==> src/rtl/huffman_length_gen_pkg.sv <==
// Shared types and helpers for the Huffman code-length generator.
// Holds the FSM state enum, default widths, saturating add and field slice.
package huff_pkg;

    typedef enum logic [2:0] {
        IDLE,
        LOAD,
        FIND,
        MERGE,
        SORT,
        DONE
    } state_e;

    localparam int DEF_DATA_WIDTH    = 16;
    localparam int DEF_TOTAL_SYMBOLS = 10;
    localparam int DEF_ADDR_WIDTH    = 4;
    localparam int DEF_LEN_WIDTH     = 4;
    localparam int DEF_MAXHIGHT      = 10;

    localparam int FIELD_MAX = 1024;

    // a + b clamped to the all-ones value of a w-bit field
    function automatic logic [31:0] sat_add(
        input logic [31:0] a,
        input logic [31:0] b,
        input int          w
    );
        logic [32:0] s;
        logic [32:0] m;
        s = {1'b0, a} + {1'b0, b};
        m = (33'd1 << w) - 33'd1;
        if (s > m) s = m;
        return s[31:0];
    endfunction

    // entry idx of a vector packed as consecutive w-bit fields
    function automatic logic [31:0] field(
        input logic [FIELD_MAX-1:0] vec,
        input int                   idx,
        input int                   w
    );
        logic [FIELD_MAX-1:0] m;
        m = (FIELD_MAX'(1) << w) - FIELD_MAX'(1);
        return 32'((vec >> (idx * w)) & m);
    endfunction

endpackage

==> src/rtl/huffman_length_gen_if.sv <==
// Job bus of the Huffman length generator: start pulse, inputs, results.
// master drives ena/ialpha/ifrequency; slave drives the o* result signals.
interface huffman_length_gen_if #(
    parameter int TOTAL_SYMBOLS = 10,
    parameter int ADDR_WIDTH    = 4,
    parameter int DATA_WIDTH    = 16,
    parameter int LEN_WIDTH     = 4
);
    logic                                ena;
    logic [TOTAL_SYMBOLS*ADDR_WIDTH-1:0] ialpha;
    logic [DATA_WIDTH*TOTAL_SYMBOLS-1:0] ifrequency;
    logic                                obusy;
    logic                                odone;
    logic [LEN_WIDTH*TOTAL_SYMBOLS-1:0]  olengths;
    logic [TOTAL_SYMBOLS*ADDR_WIDTH-1:0] oalpha;
    logic                                ooverflow;

    modport master (
        output ena, ialpha, ifrequency,
        input  obusy, odone, olengths, oalpha, ooverflow
    );

    modport slave (
        input  ena, ialpha, ifrequency,
        output obusy, odone, olengths, oalpha, ooverflow
    );
endinterface

==> src/rtl/huff_min2_tracker.sv <==
// Sequential scanner keeping the two smallest (freq, index) pairs seen.
// Ports: clk, rst, clear_i, valid_i, freq_i, index_i -> min1_o, min2_o.
module huff_min2_tracker #(
    parameter int DATA_WIDTH = 16,
    parameter int IDX_WIDTH  = 4
) (
    input  logic                  clk,
    input  logic                  rst,
    input  logic                  clear_i,
    input  logic                  valid_i,
    input  logic [DATA_WIDTH-1:0] freq_i,
    input  logic [IDX_WIDTH-1:0]  index_i,
    output logic [IDX_WIDTH-1:0]  min1_o,
    output logic [IDX_WIDTH-1:0]  min2_o
);
    logic [DATA_WIDTH-1:0] f1_q, f1_d, f2_q, f2_d;
    logic [IDX_WIDTH-1:0]  i1_q, i1_d, i2_q, i2_d;
    logic                  h1_q, h1_d, h2_q, h2_d;

    // indices arrive in ascending order, so strict < keeps the lower index on ties
    always_comb begin
        f1_d = f1_q;
        f2_d = f2_q;
        i1_d = i1_q;
        i2_d = i2_q;
        h1_d = h1_q;
        h2_d = h2_q;
        if (clear_i) begin
            h1_d = 1'b0;
            h2_d = 1'b0;
        end else if (valid_i) begin
            if (!h1_q || freq_i < f1_q) begin
                f2_d = f1_q;
                i2_d = i1_q;
                h2_d = h1_q;
                f1_d = freq_i;
                i1_d = index_i;
                h1_d = 1'b1;
            end else if (!h2_q || freq_i < f2_q) begin
                f2_d = freq_i;
                i2_d = index_i;
                h2_d = 1'b1;
            end
        end
    end

    always_ff @(posedge clk) begin
        if (rst) begin
            f1_q <= '0;
            f2_q <= '0;
            i1_q <= '0;
            i2_q <= '0;
            h1_q <= 1'b0;
            h2_q <= 1'b0;
        end else begin
            f1_q <= f1_d;
            f2_q <= f2_d;
            i1_q <= i1_d;
            i2_q <= i2_d;
            h1_q <= h1_d;
            h2_q <= h2_d;
        end
    end

    assign min1_o = i1_q;
    assign min2_o = i2_q;
endmodule

==> src/rtl/huffman_length_gen.sv <==
// Huffman code-length generator: repeated min-pair merge over a freq vector.
// Ports: clk, rst, bus (slave). Macro HUFF_SORT_OUTPUT_EN sorts the output.
module huffman_length_gen
    import huff_pkg::*;
#(
    parameter int DATA_WIDTH    = DEF_DATA_WIDTH,
    parameter int TOTAL_SYMBOLS = DEF_TOTAL_SYMBOLS,
    parameter int ADDR_WIDTH    = DEF_ADDR_WIDTH,
    parameter int LEN_WIDTH     = DEF_LEN_WIDTH,
    parameter int MAXHIGHT      = DEF_MAXHIGHT
) (
    input logic                 clk,
    input logic                 rst,
    huffman_length_gen_if.slave bus
);
    localparam int N  = TOTAL_SYMBOLS;
    localparam int CW = $clog2(N);
    localparam int KW = $clog2(N + 1);

    state_e                state_q, state_d;
    logic [DATA_WIDTH-1:0] freq_q  [N];
    logic [DATA_WIDTH-1:0] freq_d  [N];
    logic [N-1:0]          mask_q  [N];
    logic [N-1:0]          mask_d  [N];
    logic [LEN_WIDTH-1:0]  len_q   [N];
    logic [LEN_WIDTH-1:0]  len_d   [N];
    logic [ADDR_WIDTH-1:0] alpha_q [N];
    logic [ADDR_WIDTH-1:0] alpha_d [N];
    logic [N-1:0]          act_q, act_d;
    logic [CW-1:0]         cnt_q, cnt_d;
    logic [KW-1:0]         nact_q, nact_d;
    logic                  ovf_q, ovf_d;
`ifdef HUFF_SORT_OUTPUT_EN
    logic [CW-1:0]         idx_q   [N];
    logic [CW-1:0]         idx_d   [N];
`endif

    logic [KW-1:0] k_c;
    logic [CW-1:0] sole_c;
    logic [N-1:0]  merged_c;
    logic [CW-1:0] min1, min2;

    huff_min2_tracker #(
        .DATA_WIDTH (DATA_WIDTH),
        .IDX_WIDTH  (CW)
    ) u_min2 (
        .clk     (clk),
        .rst     (rst),
        .clear_i (state_q != FIND),
        .valid_i ((state_q == FIND) && act_q[cnt_q]),
        .freq_i  (freq_q[cnt_q]),
        .index_i (cnt_q),
        .min1_o  (min1),
        .min2_o  (min2)
    );

    always_comb begin
        state_d  = state_q;
        freq_d   = freq_q;
        mask_d   = mask_q;
        len_d    = len_q;
        alpha_d  = alpha_q;
        act_d    = act_q;
        cnt_d    = cnt_q;
        nact_d   = nact_q;
        ovf_d    = ovf_q;
`ifdef HUFF_SORT_OUTPUT_EN
        idx_d    = idx_q;
`endif
        k_c      = '0;
        sole_c   = '0;
        merged_c = '0;
        unique case (state_q)
            IDLE, DONE: begin
                if (bus.ena) begin
                    for (int i = 0; i < N; i++) begin
                        freq_d[i] = DATA_WIDTH'(field(
                            FIELD_MAX'(bus.ifrequency), i, DATA_WIDTH));
                        alpha_d[i] = ADDR_WIDTH'(field(
                            FIELD_MAX'(bus.ialpha), i, ADDR_WIDTH));
                    end
                    ovf_d   = 1'b0;
                    state_d = LOAD;
                end
            end
            LOAD: begin
                for (int i = 0; i < N; i++) begin
                    act_d[i]  = (freq_q[i] != '0);
                    mask_d[i] = N'(1) << i;
                    len_d[i]  = '0;
`ifdef HUFF_SORT_OUTPUT_EN
                    idx_d[i]  = CW'(i);
`endif
                    if (freq_q[i] != '0) begin
                        k_c    = k_c + KW'(1);
                        sole_c = CW'(i);
                    end
                end
                nact_d = k_c;
                cnt_d  = '0;
                if (k_c == KW'(1)) begin
`ifdef HUFF_SORT_OUTPUT_EN
                    // lone symbol sorts last; the zero-length rest keep their order
                    len_d[N-1] = LEN_WIDTH'(1);
                    for (int p = 0; p < N; p++) begin
                        if (p == N - 1)
                            idx_d[p] = sole_c;
                        else if (CW'(p) < sole_c)
                            idx_d[p] = CW'(p);
                        else
                            idx_d[p] = CW'(p + 1);
                    end
`else
                    len_d[sole_c] = LEN_WIDTH'(1);
`endif
                end
                state_d = (k_c <= KW'(1)) ? DONE : FIND;
            end
            FIND: begin
                cnt_d = cnt_q + CW'(1);
                if (cnt_q == CW'(N - 1)) begin
                    cnt_d   = '0;
                    state_d = MERGE;
                end
            end
            MERGE: begin
                // the merged node lives on in min1's slot
                merged_c     = mask_q[min1] | mask_q[min2];
                freq_d[min1] = DATA_WIDTH'(sat_add(32'(freq_q[min1]),
                                                   32'(freq_q[min2]),
                                                   DATA_WIDTH));
                mask_d[min1] = merged_c;
                act_d[min2]  = 1'b0;
                for (int s = 0; s < N; s++) begin
                    if (merged_c[s]) begin
                        len_d[s] = LEN_WIDTH'(sat_add(32'(len_q[s]), 32'd1,
                                                      LEN_WIDTH));
                        if (int'(len_q[s]) + 1 > MAXHIGHT) ovf_d = 1'b1;
                    end
                end
                nact_d = nact_q - KW'(1);
                if (nact_q == KW'(2)) begin
`ifdef HUFF_SORT_OUTPUT_EN
                    state_d = SORT;
`else
                    state_d = DONE;
`endif
                end else begin
                    state_d = FIND;
                end
            end
            SORT: begin
`ifdef HUFF_SORT_OUTPUT_EN
                // odd-even transposition; pairs of one phase are disjoint
                for (int i = 0; i < N - 1; i++) begin
                    if ((i % 2) == int'(cnt_q[0])) begin
                        if (len_q[i] > len_q[i+1] ||
                            (len_q[i] == len_q[i+1] &&
                             idx_q[i] > idx_q[i+1])) begin
                            len_d[i]   = len_q[i+1];
                            len_d[i+1] = len_q[i];
                            idx_d[i]   = idx_q[i+1];
                            idx_d[i+1] = idx_q[i];
                        end
                    end
                end
                cnt_d = cnt_q + CW'(1);
                if (cnt_q == CW'(N - 1)) begin
                    cnt_d   = '0;
                    state_d = DONE;
                end
`else
                state_d = IDLE;
`endif
            end
            default: state_d = IDLE;
        endcase
    end

    always_ff @(posedge clk) begin
        if (rst) begin
            state_q <= IDLE;
            freq_q  <= '{default: '0};
            mask_q  <= '{default: '0};
            len_q   <= '{default: '0};
            alpha_q <= '{default: '0};
            act_q   <= '0;
            cnt_q   <= '0;
            nact_q  <= '0;
            ovf_q   <= 1'b0;
`ifdef HUFF_SORT_OUTPUT_EN
            idx_q   <= '{default: '0};
`endif
        end else begin
            state_q <= state_d;
            freq_q  <= freq_d;
            mask_q  <= mask_d;
            len_q   <= len_d;
            alpha_q <= alpha_d;
            act_q   <= act_d;
            cnt_q   <= cnt_d;
            nact_q  <= nact_d;
            ovf_q   <= ovf_d;
`ifdef HUFF_SORT_OUTPUT_EN
            idx_q   <= idx_d;
`endif
        end
    end

    always_comb begin
        bus.olengths = '0;
        bus.oalpha   = '0;
        for (int i = 0; i < N; i++) begin
            bus.olengths[LEN_WIDTH*i +: LEN_WIDTH] = len_q[i];
`ifdef HUFF_SORT_OUTPUT_EN
            bus.oalpha[ADDR_WIDTH*i +: ADDR_WIDTH] = alpha_q[idx_q[i]];
`else
            bus.oalpha[ADDR_WIDTH*i +: ADDR_WIDTH] = alpha_q[i];
`endif
        end
    end

    assign bus.obusy     = (state_q != IDLE) && (state_q != DONE);
    assign bus.odone     = (state_q == DONE);
    assign bus.ooverflow = ovf_q;
endmodule

==> src/flat_wrapper.sv <==
// flat-port wrapper written by rule: the top's interface ports become plain ports
module huffman_length_gen_flat import huff_pkg::*;
#(
    parameter int DATA_WIDTH    = DEF_DATA_WIDTH,
    parameter int TOTAL_SYMBOLS = DEF_TOTAL_SYMBOLS,
    parameter int ADDR_WIDTH    = DEF_ADDR_WIDTH,
    parameter int LEN_WIDTH     = DEF_LEN_WIDTH,
    parameter int MAXHIGHT      = DEF_MAXHIGHT
)
  (clk, rst, bus_ena, bus_ialpha, bus_ifrequency, bus_obusy, bus_odone, bus_olengths, bus_oalpha, bus_ooverflow);
  huffman_length_gen_if #(.TOTAL_SYMBOLS(TOTAL_SYMBOLS), .ADDR_WIDTH(ADDR_WIDTH), .DATA_WIDTH(DATA_WIDTH), .LEN_WIDTH(LEN_WIDTH)) bus_i ();
  input logic clk;
  input logic rst;
  input wire logic [$bits(bus_i.ena)-1:0] bus_ena;
  input wire logic [$bits(bus_i.ialpha)-1:0] bus_ialpha;
  input wire logic [$bits(bus_i.ifrequency)-1:0] bus_ifrequency;
  output wire logic [$bits(bus_i.obusy)-1:0] bus_obusy;
  output wire logic [$bits(bus_i.odone)-1:0] bus_odone;
  output wire logic [$bits(bus_i.olengths)-1:0] bus_olengths;
  output wire logic [$bits(bus_i.oalpha)-1:0] bus_oalpha;
  output wire logic [$bits(bus_i.ooverflow)-1:0] bus_ooverflow;
  assign bus_i.ena = bus_ena;
  assign bus_i.ialpha = bus_ialpha;
  assign bus_i.ifrequency = bus_ifrequency;
  assign bus_obusy = bus_i.obusy;
  assign bus_odone = bus_i.odone;
  assign bus_olengths = bus_i.olengths;
  assign bus_oalpha = bus_i.oalpha;
  assign bus_ooverflow = bus_i.ooverflow;
  huffman_length_gen #(.DATA_WIDTH(DATA_WIDTH), .TOTAL_SYMBOLS(TOTAL_SYMBOLS), .ADDR_WIDTH(ADDR_WIDTH), .LEN_WIDTH(LEN_WIDTH), .MAXHIGHT(MAXHIGHT)) u_core (.clk(clk), .rst(rst), .bus(bus_i));
endmodule
==> config.mk <==
export PLATFORM = sky130hd
export DESIGN_NAME = huffman_length_gen_flat
export DESIGN_NICKNAME = d
export VERILOG_FILES = /design/src/rtl/huffman_length_gen_pkg.sv /design/src/rtl/huffman_length_gen_if.sv /design/src/rtl/huff_min2_tracker.sv /design/src/rtl/huffman_length_gen.sv /design/src/flat_wrapper.sv
export SDC_FILE = /design/constraint.sdc
export NUM_CORES = 1
export LEC_CHECK = 0
export CELL_PAD_IN_SITES_DETAIL_PLACEMENT = 1
export CELL_PAD_IN_SITES_GLOBAL_PLACEMENT = 2
export CORE_AREA = 8 8 267 244
export DETAILED_ROUTE_END_ITERATION = 16
export DIE_AREA = 0 0 275 252
export DONT_BUFFER_PORTS = 1
export PLACE_DENSITY = 0.87
export REMOVE_ABC_BUFFERS = 1
export SKIP_LAST_GASP = 1
export SYNTH_ARGS = -nofsm -noshare
export SYNTH_HDL_FRONTEND = slang
export SYNTH_SLANG_ARGS = --single-unit
export TNS_END_PERCENT = 30
==> constraint.sdc <==
create_clock -name clk -period 11.4 [get_ports clk]
set_clock_uncertainty 0.2 [all_clocks]
set_input_delay 1.71 -clock clk [delete_from_list [all_inputs] [get_ports clk]]
set_output_delay 1.71 -clock clk [all_outputs]
set_load 0.02 [all_outputs]
== After elaboration in Yosys (flattened, before gate mapping) ==
Index checks and enable logic that the tools add are counted.
Cells by class
  muxes and demuxes: 123
  reductions and logical operators: 44
  div/mod/pow operators: 0
  bitwise operators: 8
  multiply operators: 0
  $lt $le $gt $ge: 33
  add/subtract/negate cells: 32
  shifts and indexed selects: 0
  equal/unequal tests: 21
Operators with widths (number)
  $gt 32x5->1 const B: 10
  $pmux 160 s2: 1
  $pmux 100 s2: 1
  $bmux 16 s4: 3
  $mux 4: 46
  $mux 16: 11
  $bwmux 160: 1
  $mux 160: 1
  $reduce_bool 16->1: 10
  $add 4x1->5 const B: 20
  $bwmux 100: 1
  $bmux 10 s4: 2
  $pmux 40 s2: 1
  $demux 16 s4: 1
  $gt 5x4->1 const B: 10
  $mux 10: 5
  $add 4x1->4 const B: 10
  $demux 10 s4: 1
  $mux 37: 1
  $lt 16x16->1: 2
  $reduce_and 2->1: 15
  $mux 1: 29
  $mux 3: 8
  $ge 5x5->1 const B: 4
  38 further kinds: 67
Word-level totals
  output and inout bits: 83
  bits in writable memories: 0
  latch bits: 0
  memories kept: 0
  bits in read-only memories: 0
  register bits: 404

== Logic depth before layout (Yosys ltp) ==
  depth after elaboration: 33
  mapped depth: 31
  depth with buffers taken out: 30

== Cells and area by module ==
From an unflattened synthesis, not the netlist that was laid out.
Second synthesis, totals
  cell total of the unflattened synthesis: 2918
  area total of the unflattened synthesis: 24559.8 sq um
Modules (own cells, without submodules)
  huffman_length_gen: area an instance 22046.1 sq um, cells an instance 2597, instances 1, sequential area each 7247.0 sq um
  huff_min2_tracker: area an instance 2513.7 sq um, cells an instance 321, instances 1, sequential area each 840.8 sq um

== Least setup slack after synthesis ==
OpenSTA, ideal clock, no wires.
  path type: reg2reg
  start: register u_core.u_min2.i2_q[0] (netlist: u_core.u_min2.min2_o[0])
  end: register u_core.freq_q[110] (netlist name)
  arrival: 5953 ps
  path buffers: 7
  required time: 11068 ps
  slack: 5115 ps
  period minus slack after synthesis: 6285 ps
  cell stages (with the launch flop): 24
  library setup time: 132 ps
  cells stage by stage: dfxtp_1 clkbuf_1 buf_1 clkbuf_1 buf_1 mux4_2 mux2i_1 o21ai_0 ha_1 fa_1 a21o_1 a21oi_1 o21bai_1 a21oi_1 o21bai_1 a221o_1 a21o_1 a21oi_1 o31ai_1 clkbuf_1 clkbuf_1 buf_1 o31ai_1 a21oi_1
Between the ends
  word-level cells in the longest chain between the ends: 10
Ends and longest elaborated chain
  start, declared: line huff_min2_tracker.sv:17  | logic [IDX_WIDTH-1:0] i1_q, i1_d, i2_q, i2_d;
  start signal, assigned: line huff_min2_tracker.sv:59  | i2_q <= i2_d;
  $not 4->5 (implied by the code) *: line huffman_length_gen.sv:130  | 32'(freq_q[min2]),
  $bmux 16 s4 *: line huffman_length_gen.sv:130
  $mux 16 (implied by the code) * (2 in series): line huffman_length_gen.sv:130
  $add 16x16->17 *: line huffman_length_gen_pkg.sv:30  | s = {1'b0, a} + {1'b0, b};
  $gt 17x16->1: line huffman_length_gen_pkg.sv:32  | if (s > m) s = m;
  $mux 16 *: line huffman_length_gen_pkg.sv:32
  $mux 16 *: line huffman_length_gen.sv:73  | unique case (state_q)
  $bwmux 160 *: line huffman_length_gen.sv:129  | freq_d[min1] = DATA_WIDTH'(sat_add(32'(freq_q[min1]),
  $pmux 160 s2 *: line huffman_length_gen.sv:73
  end signal, assigned: line huffman_length_gen.sv:196  | freq_q <= freq_d;
  end, declared: line huffman_length_gen.sv:21  | logic [DATA_WIDTH-1:0] freq_q [N];
Every way passes the cells marked *; elsewhere a longest branch is shown, timed or not. The select of a mux whose other input is x is not followed.
A chain may end at the register's enable or synchronous reset.

== Worst setup path in the final report ==
  start: register u_core.freq_q[154] (netlist name)
  end: register u_core.len_q (netlist bit u_core.bus.olengths[8])
Between the ends
  word-level cells in the longest chain between the ends: 33
Ends and longest elaborated chain
  $reduce_bool 16->1 *: line huffman_length_gen.sv:94  | if (freq_q[i] != '0) begin
  $mux 1 *: line huffman_length_gen.sv:94
  $mux 4 *: line huffman_length_gen.sv:73
  $add 4x1->4: line huffman_length_gen.sv:95  | k_c = k_c + KW'(1);
  $mux 4 *: line huffman_length_gen.sv:94
  $mux 4 *: line huffman_length_gen.sv:73
  $add 4x1->4: line huffman_length_gen.sv:95
  $mux 4 *: line huffman_length_gen.sv:94
  [17 not listed]
  $mux 4 *: line huffman_length_gen.sv:94
  $mux 4 *: line huffman_length_gen.sv:73
  $add 4x1->4: line huffman_length_gen.sv:95
  $mux 4 *: line huffman_length_gen.sv:94
  $mux 4 *: line huffman_length_gen.sv:73
  $eq 4x1->1 *: line huffman_length_gen.sv:101  | if (k_c == KW'(1)) begin
  $mux 37 *: line huffman_length_gen.sv:101
  $pmux 40 s2 *: line huffman_length_gen.sv:73
  end signal, assigned: line huffman_length_gen.sv:198  | len_q <= len_d;
  end, declared: line huffman_length_gen.sv:25  | logic [LEN_WIDTH-1:0] len_q [N];
Marks and branches as above.

==> metrics.md <==
| Metric | Value |
|---|---|
| Buffers on Ports | `0` |
| Hold WC Path Type | `flip-flop to flip-flop` |
| Slew @ Worst Pin | `roughly 1.8 ns` |
| CP required | `about 12 ns` |
| Tot Pwr | `roughly 7.4 mW` |
| Starting Density | `0.416` |
| Cell count after synthesis | `a little under 3000` |
| Worst stage delay on the critical path | `0.84 ns` |
| CTS H-tree depth | `2` |
| Die Y-Extent | `between 200 and 300 µm` |
| RSZ-0062 raised after global routing | `no` |
| Hold Path Origin | `u_core.u_min2.f1_q[10]` |
| Starting DRT DRC Count | `roughly 2700` |
| LEAKAGE | `about 9.4 nW` |
| Final setup violation count | `0` |
| Total gr overflow | `0` |
| Seq/Total Area, Yosys | `0.321` |
| Placement Rows | `86` |
| Kind of end point of the critical path | `flip-flop` |
| Via count | `between 20000 and 25000` |
| Final hold vios | `0` |
| Clock Power Share | `0.209` |
| Worst EP arrival | `around 8.2 ns` |
| Type of origin of the critical path | `flip-flop` |
| Die width | `around 280 µm` |
| Worst vdd ir | `around 0.35 mV` |
| MaxCap Viol Count | `0` |
| DRT Pass-1 Iters | `5` |
| Post-CTS Resized | `0` |
| Initial antenna violation count | `10` |
| I/O Pins | `around 290` |
| Sequential share of power | `0.256` |
| Vias in the first global route | `roughly 24000` |
| Slowest stage cell, crit path | `a21oi_1` |
| Nets | `between 3000 and 4000` |
| Worst-path clk slew | `~0.060 ns` |
| Netlist Area Pre-Place | `between 20000 and 30000 µm²` |
| WL/cell | `28.3 µm` |
| Switch Pwr | `3.35 mW` |
| CTS tree | `done` |
| Worst-skew pair later-pin latency | `approximately 0.6 ns` |
| Residual DRC count | `0` |
| Layout area overhead | `8.61%` |
| Vias/cell | `~6.7` |
| Count of flip-flops with a built-in enable after synthesis | `0` |
| Crit share post-route | `0.700` |
| PwrDens | `~270 nW/µm²` |
| Largest net degree at the start of global routing | `between 400 and 500` |
| CORE AREA | `60500 µm²` |
| R2R Path Start | `u_core.freq_q[154]` |
| Fmax | `about 130 MHz` |
| Design Area, Final | `roughly 27000 µm²` |
| Logic pwr share | `0.535` |
| Slew HR | `-0.221` |
| Root Driver | `clkbuf_16` |
| Critical-path maximum fanout | `11` |
| Post-CTS Setup Repair Bufs | `0` |
| Seq cells post-synth | `around 400` |
| Share of layout cells above drive strength 1 | `0.113` |
| Worst setup path class | `flip-flop to flip-flop` |
| Hold_ws | `0.292 ns` |
| Pins over their slew limit | `~170` |
| HPWL Detailed | `73300 µm` |
| Hold buffer count at cts | `0` |
| All-layer global routing usage | `0.288` |
| First-pass GRT wire length | `around 160000 µm` |
| Net Sw Frac | `0.455` |
| Failing checks | `slew limit` |
| Die area | `~69000 µm²` |
| Final Wtd Congestion | `approximately 0.95` |
| Status | `finished with violations` |
| Synth warn | `0` |
| Yosys cell types | `80` |
| Critical Path Start | `u_core.freq_q[154]` |
| Placed cell area | `between 20000 and 30000 µm²` |
| Final min period | `7.98 ns` |
| Post-Route WL | `between 100000 and 150000 µm` |
| Most used DFF post-synth | `dfxtp_1` |
| Avg Inst Size Synth | `roughly 8.5 µm²` |
| Post-DRT Antenna Nets | `0` |
| CTS buffer count | `48` |
| CTS sink count | `approximately 400` |
| Ys async rst share | `0` |
| CTS Buffer Depth | `3` |
| Cell mode on critical path | `ha_1` |
| Internal | `roughly 4.0 mW` |
-- power by group through the flow --
stage / clock, mW / sequential (mW) / combinational (mW)
finish: 1.54 / 1.88 / 3.94
global route: 1.62 / 1.90 / 4.24
detailed placement: 0 / 1.90 / 3.84
global placement: 0 / 1.88 / 3.76
floorplan: 0 / 1.81 / 2.85
CTS: 1.57 / 1.87 / 3.87
-- metal layers --
layer,vias to the layer above,share of wire,global-route usage
met5,-,0.00013,0
met4,2,0.025,0.0868
met3,154,0.092,0.0684
met2,1113,0.44,0.436
met1,12500,0.44,0.404
li1,10900,-,-
-- kinds of logic (layout without fill, tap and decap cells) --
| family | after synthesis | count (layout) | synth area share |
|---|---|---|---|
| AO/OA/AOI/OAI | 930 | 930 | 0.241 |
| XOR/XNOR | 37 | 37 | 0.0168 |
| adder cells (fa/ha/maj) | 89 | 89 | 0.0446 |
| buffers and inverters | 332 | 229 | 0.0502 |
| flip-flops | 404 | 404 | 0.321 |
| multiplexers | 240 | 240 | 0.156 |
| other | 0 | 9 | 0 |
| AND/OR/NAND/NOR | 935 | 935 | 0.170 |
-- worst paths after layout --
check             cells past startpoint                endpoint  slack, ns
hold reg to reg                       2  u_core.u_min2.f1_q[10]       0.29
setup / recovery                     28  u_core.bus.olengths[8]       3.42
setup reg to reg                     28  u_core.bus.olengths[8]       3.42
hold / removal                        2  u_core.u_min2.f1_q[10]       0.29
-- cell usage in the layout (no fill, tap or decap), drive strengths merged, types with 19 or more instances in the layout --
master | Yosys | routed
a311oi | 24 | 24
buf | 30 | 58
nand3 | 30 | 30
o21ai | 131 | 131
inv | 84 | 85
mux2i | 98 | 98
clkbuf | 215 | 72
and3 | 27 | 27
dfxtp | 404 | 404
xnor2 | 28 | 28
mux4 | 118 | 118
a21oi | 249 | 249
a2111oi | 23 | 23
nand4 | 30 | 30
o31ai | 48 | 48
o22ai | 34 | 34
nor2 | 381 | 381
ha | 88 | 88
nor4 | 49 | 49
a31oi | 103 | 103
a221oi | 19 | 19
mux2 | 24 | 24
a22oi | 126 | 126
a211oi | 77 | 77
nand2 | 253 | 253
nor3 | 90 | 90
-- per-stage QoR --
step	setup TNS (ns)	utilization	cells	worst slack (ns)
6_report	0	0.452	3665	3.42
5_1_grt	0	0.452	3665	2.79
4_1_cts	0	0.451	3656	3.63
3_5_place_dp	0	0.426	3572	3.68
3_3_place_gp	0	0.426	3572	3.81
2_1_floorplan	-62.71	-	2722	-1.01
-- cell type report --
class | count | area (µm²)
Fill cell | 7040 | 33100
Multi-Input combinational cell | 2231 | 15900
Sequential cell | 404 | 8100
Clock buffer | 72 | 1400
Tap cell | 792 | 991
Timing Repair Buffer | 58 | 448
Inverter | 87 | 332
Clock inverter | 12 | 128
Antenna cell | 9 | 22.5
-- Yosys cell counts, types with 76 or more instances --
| master | instances | area, µm² |
|---|---|---|
| dfxtp_1 | 404 | 8090 |
| clkbuf_1 | 214 | 803 |
| mux4_2 | 111 | 2500 |
| nor3_1 | 90 | 450 |
| nand2_1 | 253 | 950 |
| nor2_1 | 381 | 1430 |
| ha_1 | 88 | 1100 |
| a21oi_1 | 249 | 1250 |
| a211oi_1 | 76 | 571 |
| mux2i_1 | 98 | 981 |
| o21ai_0 | 128 | 641 |
| a22oi_1 | 126 | 946 |
| a31oi_1 | 103 | 644 |
| inv_1 | 83 | 312 |
-- sequential cells by signal, indices dropped and copies added, names as in the netlist --
name / flops
u_core.freq_q: 160
u_core.mask_q: 100
u_core.bus.oalpha: 40
u_core.bus.olengths: 40
u_core.u_min2.f1_q: 16
u_core.u_min2.f2_q: 16
u_core.act_q: 10
u_core.cnt_q: 4
u_core.nact_q: 4
u_core.u_min2.min1_o: 4
u_core.u_min2.min2_o: 4
u_core.state_q: 3
u_core.bus.ooverflow: 1
u_core.u_min2.h1_q: 1
u_core.u_min2.h2_q: 1
-- critical path: cells and delay by family, from the launching register on --
kind	cells	cell delay, ns
compound gates	10	2.59
simple gates	7	2.17
fa+ha+maj	4	1.17
xor+xnor	4	0.67
flops	1	0.34
buf+inv	2	0.34
mux	1	0.33
(Power assumes the default switching activity.)
